===== config.mk =====
export PLATFORM = sky130hd
export DESIGN_NAME = vga_csr_ctrl
export DESIGN_NICKNAME = d
export VERILOG_FILES = /design/src/rtl/vga_axil_pkg.sv /design/src/rtl/vga_csr_pkg.sv /design/src/rtl/vga_csr_ctrl.sv
export SDC_FILE = /design/constraint.sdc
export NUM_CORES = 1
export LEC_CHECK = 0
export ABC_AREA = 1
export CAP_MARGIN = 20
export CORE_AREA = 2 2 146 148
export CTS_CLUSTER_SIZE = 24
export DETAILED_ROUTE_END_ITERATION = 12
export DIE_AREA = 0 0 148 150
export PLACE_DENSITY = 0.86
export SETUP_SLACK_MARGIN = 0.05
export SLEW_MARGIN = 20
export SYNTH_ARGS = -nofsm -noshare
export SYNTH_HDL_FRONTEND = slang
export SYNTH_SLANG_ARGS = --single-unit

===== constraint.sdc =====
create_clock -name clk_i -period 2.7 [get_ports clk_i]
set_input_delay 0.675 -clock clk_i [delete_from_list [all_inputs] [get_ports clk_i]]
set_output_delay 0.675 -clock clk_i [all_outputs]
set_load 0.01 [all_outputs]

===== src/rtl/vga_axil_pkg.sv =====
// ---------------------------------------------------------------------------
// vga_axil_pkg
// Shared native-side types for the VGA AXI-Lite slave and the register
// blocks that sit behind it.
//   axil_data_t   : 32-bit data word carried on the native bus
//   native_addr_t : default 3-bit native word address
// ---------------------------------------------------------------------------
package vga_axil_pkg;

    localparam int AXIL_DATA_W          = 32;
    localparam int NATIVE_ADDR_W_DEFAULT = 3;

    typedef logic [AXIL_DATA_W-1:0]           axil_data_t;
    typedef logic [NATIVE_ADDR_W_DEFAULT-1:0] native_addr_t;

endpackage


===== src/rtl/vga_csr_pkg.sv =====
// ---------------------------------------------------------------------------
// vga_csr_pkg
// Register map, field positions, timing-config struct, reset defaults and
// the apply-state encoding for the VGA control/status register block.
// No ports (package).
// ---------------------------------------------------------------------------
package vga_csr_pkg;

    localparam int REG_ADDR_W = 3;
    typedef logic [REG_ADDR_W-1:0] reg_addr_t;

    localparam reg_addr_t ADDR_CTRL   = 3'd0;
    localparam reg_addr_t ADDR_HTIM   = 3'd1;
    localparam reg_addr_t ADDR_HSYNC  = 3'd2;
    localparam reg_addr_t ADDR_VTIM   = 3'd3;
    localparam reg_addr_t ADDR_VSYNC  = 3'd4;
    localparam reg_addr_t ADDR_STATUS = 3'd5;
    localparam reg_addr_t ADDR_IRQ    = 3'd6;
    localparam reg_addr_t ADDR_IRQ_EN = 3'd7;

    localparam int CTRL_ENABLE_BIT = 0;
    localparam int CTRL_APPLY_BIT  = 31;

    // Timing registers hold two 12-bit fields, low half and high half
    localparam int FIELD_W      = 12;
    localparam int FIELD_LO_LSB = 0;
    localparam int FIELD_HI_LSB = 16;

    localparam int STATUS_PENDING_BIT = 0;
    localparam int STATUS_ENABLE_BIT  = 1;
    localparam int STATUS_FCNT_LSB    = 16;
    localparam int STATUS_FCNT_W      = 16;

    localparam int IRQ_W              = 2;
    localparam int IRQ_FRAME_DONE_BIT = 0;
    localparam int IRQ_APPLY_DONE_BIT = 1;

    typedef logic [FIELD_W-1:0] timing_field_t;

    typedef struct packed {
        logic          enable;
        timing_field_t h_active;
        timing_field_t h_total;
        timing_field_t hsync_start;
        timing_field_t hsync_end;
        timing_field_t v_active;
        timing_field_t v_total;
        timing_field_t vsync_start;
        timing_field_t vsync_end;
    } vga_timing_cfg_t;

    localparam vga_timing_cfg_t VGA_CFG_640X480 = '{
        enable:      1'b0,
        h_active:    12'd640,
        h_total:     12'd800,
        hsync_start: 12'd656,
        hsync_end:   12'd752,
        v_active:    12'd480,
        v_total:     12'd525,
        vsync_start: 12'd490,
        vsync_end:   12'd492
    };

    typedef enum logic {
        APPLY_IDLE,
        APPLY_PENDING
    } apply_state_e;

    // Builds the read-back view of a timing register from its two fields
    function automatic logic [31:0] pack_pair(input timing_field_t lo,
                                              input timing_field_t hi);
        return {4'b0, hi, 4'b0, lo};
    endfunction

endpackage


===== src/rtl/vga_csr_ctrl.sv =====
// ---------------------------------------------------------------------------
// vga_csr_ctrl
// Control/status registers for the VGA timing generator. Software writes a
// staging bank; an apply request copies it into the shadow bank (which
// drives cfg_o) at the next frame boundary, or immediately if the
// generator is stopped. Also keeps a frame counter and a maskable IRQ.
//
// Ports:
//   clk_i         system clock
//   arst_n_i      asynchronous active-low reset
//   addr_write_i  native write word address
//   data_i        native write data
//   write_en_i    native write strobe
//   addr_read_i   native read word address
//   read_en_i     native read strobe
//   data_o        registered read data, held until the next read
//   frame_start_i one-cycle start-of-frame pulse from the timing generator
//   cfg_o         shadow timing configuration (incl. enable)
//   irq_o         level interrupt = |(IRQ & IRQ_EN)
// ---------------------------------------------------------------------------
module vga_csr_ctrl
    import vga_axil_pkg::*;
    import vga_csr_pkg::*;
#(
    parameter int NATIVE_ADDR_W = 3,
    parameter int FRAME_CNT_W   = 16
) (
    input  logic                     clk_i,
    input  logic                     arst_n_i,
    input  logic [NATIVE_ADDR_W-1:0] addr_write_i,
    input  axil_data_t               data_i,
    input  logic                     write_en_i,
    input  logic [NATIVE_ADDR_W-1:0] addr_read_i,
    input  logic                     read_en_i,
    output axil_data_t               data_o,
    input  logic                     frame_start_i,
    output vga_timing_cfg_t          cfg_o,
    output logic                     irq_o
);

    logic                   wr_in_range;
    logic                   rd_in_range;
    reg_addr_t              wr_idx;
    reg_addr_t              rd_idx;
    logic [7:0]             wr_sel;
    logic                   apply_req;
    logic                   copy_ready;
    logic                   do_copy;
    logic                   pending;
    logic                   frame_tick;
    apply_state_e           state;
    apply_state_e           state_next;
    vga_timing_cfg_t        staging;
    vga_timing_cfg_t        shadow;
    logic [FRAME_CNT_W-1:0] frame_cnt;
    logic [IRQ_W-1:0]       irq;
    logic [IRQ_W-1:0]       irq_en;
    logic [IRQ_W-1:0]       irq_clear;
    logic [IRQ_W-1:0]       irq_set;
    axil_data_t             rd_data;
    logic                   unused_data_bits;

    // Reserved data bits are intentionally dropped
    assign unused_data_bits = ^{data_i[30:28], data_i[15:12]};

    // Any address bit above the 8-register window makes the access a no-op
    assign wr_in_range = ((addr_write_i >> REG_ADDR_W) == '0);
    assign rd_in_range = ((addr_read_i >> REG_ADDR_W) == '0);
    assign wr_idx      = addr_write_i[REG_ADDR_W-1:0];
    assign rd_idx      = addr_read_i[REG_ADDR_W-1:0];

    always_comb begin
        wr_sel = '0;
        if (write_en_i && wr_in_range) begin
            wr_sel[wr_idx] = 1'b1;
        end
    end

    assign apply_req = wr_sel[ADDR_CTRL] && data_i[CTRL_APPLY_BIT];

    // A stopped generator never sends frame_start_i, so don't wait for it
    assign copy_ready = !shadow.enable || frame_start_i;

    // Frames only count while the generator is actually running
    assign frame_tick = frame_start_i && shadow.enable;

    // Apply FSM: state register
    always_ff @(posedge clk_i or negedge arst_n_i) begin
        if (!arst_n_i) begin
            state <= APPLY_IDLE;
        end else begin
            state <= state_next;
        end
    end

    // Apply FSM: next state. An apply seen in IDLE only arms the request,
    // so a coincident frame_start_i does not trigger the copy.
    always_comb begin
        state_next = state;
        unique case (state)
            APPLY_IDLE:    if (apply_req)  state_next = APPLY_PENDING;
            APPLY_PENDING: if (copy_ready) state_next = APPLY_IDLE;
            default:                       state_next = APPLY_IDLE;
        endcase
    end

    // Apply FSM: outputs
    always_comb begin
        pending = 1'b0;
        do_copy = 1'b0;
        if (state == APPLY_PENDING) begin
            pending = 1'b1;
            do_copy = copy_ready;
        end
    end

    always_ff @(posedge clk_i or negedge arst_n_i) begin
        if (!arst_n_i) begin
            staging <= VGA_CFG_640X480;
        end else begin
            if (wr_sel[ADDR_CTRL]) begin
                staging.enable <= data_i[CTRL_ENABLE_BIT];
            end
            if (wr_sel[ADDR_HTIM]) begin
                staging.h_active <= data_i[FIELD_LO_LSB +: FIELD_W];
                staging.h_total  <= data_i[FIELD_HI_LSB +: FIELD_W];
            end
            if (wr_sel[ADDR_HSYNC]) begin
                staging.hsync_start <= data_i[FIELD_LO_LSB +: FIELD_W];
                staging.hsync_end   <= data_i[FIELD_HI_LSB +: FIELD_W];
            end
            if (wr_sel[ADDR_VTIM]) begin
                staging.v_active <= data_i[FIELD_LO_LSB +: FIELD_W];
                staging.v_total  <= data_i[FIELD_HI_LSB +: FIELD_W];
            end
            if (wr_sel[ADDR_VSYNC]) begin
                staging.vsync_start <= data_i[FIELD_LO_LSB +: FIELD_W];
                staging.vsync_end   <= data_i[FIELD_HI_LSB +: FIELD_W];
            end
        end
    end

    always_ff @(posedge clk_i or negedge arst_n_i) begin
        if (!arst_n_i) begin
            shadow <= VGA_CFG_640X480;
        end else if (do_copy) begin
            shadow <= staging;
        end
    end

    always_ff @(posedge clk_i or negedge arst_n_i) begin
        if (!arst_n_i) begin
            frame_cnt <= '0;
        end else if (frame_tick) begin
            frame_cnt <= frame_cnt + FRAME_CNT_W'(1);
        end
    end

    // Hardware set is applied after the W1C clear so a same-cycle event wins
    assign irq_clear = wr_sel[ADDR_IRQ] ? data_i[IRQ_W-1:0] : '0;

    always_comb begin
        irq_set                     = '0;
        irq_set[IRQ_FRAME_DONE_BIT] = frame_tick;
        irq_set[IRQ_APPLY_DONE_BIT] = do_copy;
    end

    always_ff @(posedge clk_i or negedge arst_n_i) begin
        if (!arst_n_i) begin
            irq    <= '0;
            irq_en <= '0;
        end else begin
            irq <= (irq & ~irq_clear) | irq_set;
            if (wr_sel[ADDR_IRQ_EN]) begin
                irq_en <= data_i[IRQ_W-1:0];
            end
        end
    end

    // Read mux uses current register contents, so a same-cycle write to the
    // same address is not visible until the next read
    always_comb begin
        rd_data = '0;
        if (rd_in_range) begin
            unique case (rd_idx)
                ADDR_CTRL:   rd_data[CTRL_ENABLE_BIT] = staging.enable;
                ADDR_HTIM:   rd_data = pack_pair(staging.h_active, staging.h_total);
                ADDR_HSYNC:  rd_data = pack_pair(staging.hsync_start, staging.hsync_end);
                ADDR_VTIM:   rd_data = pack_pair(staging.v_active, staging.v_total);
                ADDR_VSYNC:  rd_data = pack_pair(staging.vsync_start, staging.vsync_end);
                ADDR_STATUS: begin
                    rd_data[STATUS_PENDING_BIT] = pending;
                    rd_data[STATUS_ENABLE_BIT]  = shadow.enable;
                    rd_data[STATUS_FCNT_LSB +: STATUS_FCNT_W] = STATUS_FCNT_W'(frame_cnt);
                end
                ADDR_IRQ:    rd_data[IRQ_W-1:0] = irq;
                ADDR_IRQ_EN: rd_data[IRQ_W-1:0] = irq_en;
                default:     rd_data = '0;
            endcase
        end
    end

    always_ff @(posedge clk_i or negedge arst_n_i) begin
        if (!arst_n_i) begin
            data_o <= '0;
        end else if (read_en_i) begin
            data_o <= rd_data;
        end
    end

    assign cfg_o = shadow;
    assign irq_o = |(irq & irq_en);

endmodule


==> impl_results.md <==
- Status: complete, no violations
- Root Driver: clkbuf_16
- Routed len/inst: 17.23 µm
- Leakage: 6.314 nW
- DRC: 0
- Hold-fix buffers at CTS: 0
- Top cell type's share of synthesized area: 42.74%
- Area added between synthesis and finish: 25.85%
- Min-delay worst type: primary input to async pin
- Hpwl dp: 19.11 mm
- Count of cell types in the netlist: 30
- Fin Setup TNS: 0 ns
- CP Max Fanout: 6
- Fin Hold WS: 0.09382 ns
- Vias in the first global route: 8,700
- Detailed Routing Iterations Pass 1: 5
- Ports: 173
- Final Cycle Share: 87.40%
- Synth Area per Inst: 8.644 µm²
- F_max: 0.4238 GHz
- Synth Register Bits: 243
- Clock slew at reported path FFs: 0.06 ns
- Net count, final: 1,393
- Share of layout cells above drive strength 1: 11.34%
- Clock Sinks: 243
- DIE AREA: 22,200 µm²
- Post-Synthesis Cell Area: 10,360 µm²
- Post-route ant nets: 0
- Main area contributors after synthesis: dfrtp_1 (43%), nand2_1 (18%), dfstp_2 (17%)
- Largest net degree at the start of global routing: 71
- Switching share of power: 31.95%
- Arr. time, crit path: 1.68 ns
- PD cells: 942.7 nW/µm²
- DR iter-0 viols: 1,026
- Vias: 8,935
- Initial antenna violation count: 2
- Post-cts sizing count: 0
- Final setup viols: 0
- Initial core utilization: 50.09%
- Gate power share: 28.8%
- H-tree depth: 1
- Clock latency on the worst-skew pair: 0.52 ns
- Pwr Total: 12.30 mW
- Core Area: 20,690 µm²
- Final WS setup: 0.3402 ns
- Post-CTS Setup Inserts: 0
- Final hold violations: 0
- Slowest Stage Delay on Critical Path: 0.66 ns
- GR Overflow Total: 0
- Filler Cells Inserted: 1,675
- Sw power: 3.929 mW
- DP Area: 12,270 µm²
- Reg power frac: 44.6%
- Max-capacitance violation count: 0
- Routed wire length: 28.32 mm
- First-pass GRT wire length: 45.39 mm
- RSZ-0062 raised after global routing: no
- Yosys warns: 0
- Peak VDD IR: 0.4057 mV
- Placed Cells: 1,598
- CTS tree: built
- Die X: 148 µm
- Number of port buffers: 161
- CP endpoint kind: output port
- Row count: 53
- CTS Buf Count: 24
- CP Buf/Inv Count: 1
- Slowest CP cell: clkdlybuf4s50_1
- Final slew viol count: 0
- Tmin final: 2.360 ns
- Overall Global Routing Usage: 25.68%
- Critical Path, Cell by Cell: clkdlybuf4s50_1
- Delay-heaviest family, CP: buffers and inverters
- Clock Power Share: 26.6%
- DP Worst Slack: 0.2473 ns
- Worst slew pin tran: 0.6030 ns
- Critical Path RT: 2.03 ns
- Skew final: 0.008247 ns
- Slew HR: 59.65%
- Register area share after synthesis: 59.47%
- Fin cells: 1,643
- Vias per inst: 5.438
- Die Span Y: 150 µm
- Cells after Synth: 1,199
- Area leader, netlist: dfrtp_1
- CP Class: flop to output port
- Cell area after layout: 13,040 µm²
- Final core utilization: 63.04%
- GPL Wtd Cong: 0.8907
- Int Pwr: 8.367 mW
- Critical path launch point type: flop
- Longest Clk Path Bufs: 3
[cells in the final DEF (no fill, tap or decap), types with 29 or more instances in the layout]
cell and count:
dfrtp_1 177, o21ai_0 124, inv_1 72, nand4_1 56
clkdlybuf4s50_1 159, nor2_1 31, nand3_1 29, o21ai_1 32
dfstp_2 66, nand2_1 502
[path summary, 6_finish.rpt]
| kind | from | end | slack (ns) | depth (start not counted) |
|---|---|---|---|---|
| setup reg to reg | frame_cnt[0] | frame_cnt[12] | 1.12 | 8 |
| min in group clk_i | cfg_o[55] | cfg_o[55] | 0.46 | 2 |
| hold / removal | arst_n_i | staging[62] | 0.09 | 1 |
| max in group asynchronous | arst_n_i | staging[80] | 1.82 | 2 |
| setup / recovery | cfg_o[96] | cfg_o[96] | 0.34 | 1 |
| hold reg to reg | cfg_o[55] | cfg_o[55] | 0.46 | 2 |
[metal layers]
metal	share of wire, %	vias up	track usage, %
met5	0.039	-	0
met4	4.5	2	11.67
met3	9.2	92	4.787
met2	46	482	41.06
met1	40	4234	34.38
li1	-	4125	-
[worst register-to-register path: cells and delay by family, from the launching register on]
kind                     cells  cell delay, ns
AND/OR/NAND/NOR              6            0.81
flip-flops                   1            0.43
adder cells (fa/ha/maj)      1            0.20
buffers and inverters        1            0.04
[cells by family after synthesis]
logic type	Yosys count	share of synthesized area, %
other cells	1	0.03618
fa+ha+maj	1	0.1207
buf+inv	150	6.338
compound gates	164	8.101
xor+xnor	8	0.6761
flops	243	59.47
simple gates	632	25.26
[power groups by stage]
stage	Sequential (mW)	Combinational, mW	Clock (mW)
2_1_floorplan	5.68	1.38	0
3_3_place_gp	5.48	3.43	0
3_5_place_dp	5.52	3.54	0
4_1_cts	5.47	3.57	3.30
5_1_grt	5.60	3.90	3.45
6_report	5.49	3.54	3.27
[sequential cells by signal, summed over array words and instances, names as in the netlist]
name       count
irq            2
staging       97
irq_en         2
frame_cnt     16
cfg_o         97
data_o        28
state          1
[cell usage after synthesis]
cell type / number
buf_1: 1
inv_2: 10
a21oi_4: 1
nor2_4: 3
dfrtp_1: 177
dfstp_2: 66
conb_1: 1
ha_1: 1
nand3_2: 4
nor3_1: 2
nand2_2: 1
clkbuf_1: 21
o21ai_1: 32
o21ai_0: 124
buf_6: 3
nor3_2: 2
nand3_1: 30
nand2_1: 502
buf_4: 7
xnor2_1: 3
nor2_2: 1
nor2_1: 31
inv_1: 72
a22o_1: 1
a31oi_1: 1
o21bai_1: 1
nand4_1: 56
buf_2: 36
a21oi_1: 4
xor2_1: 5
[area by class of cell]
class,instances,area [µm²],share of cell area (%)
Antenna cell,1,2.502,0.01919
Clock buffer,35,693.2,5.315
Clock inverter,9,72.57,0.5564
Inverter,82,310.3,2.379
Multi-Input combinational cell,809,3560,27.29
Sequential cell,243,6163,47.26
Tap cell,275,344.1,2.638
Timing Repair Buffer,189,1897,14.54
Power figures use the tool's default switching activity.
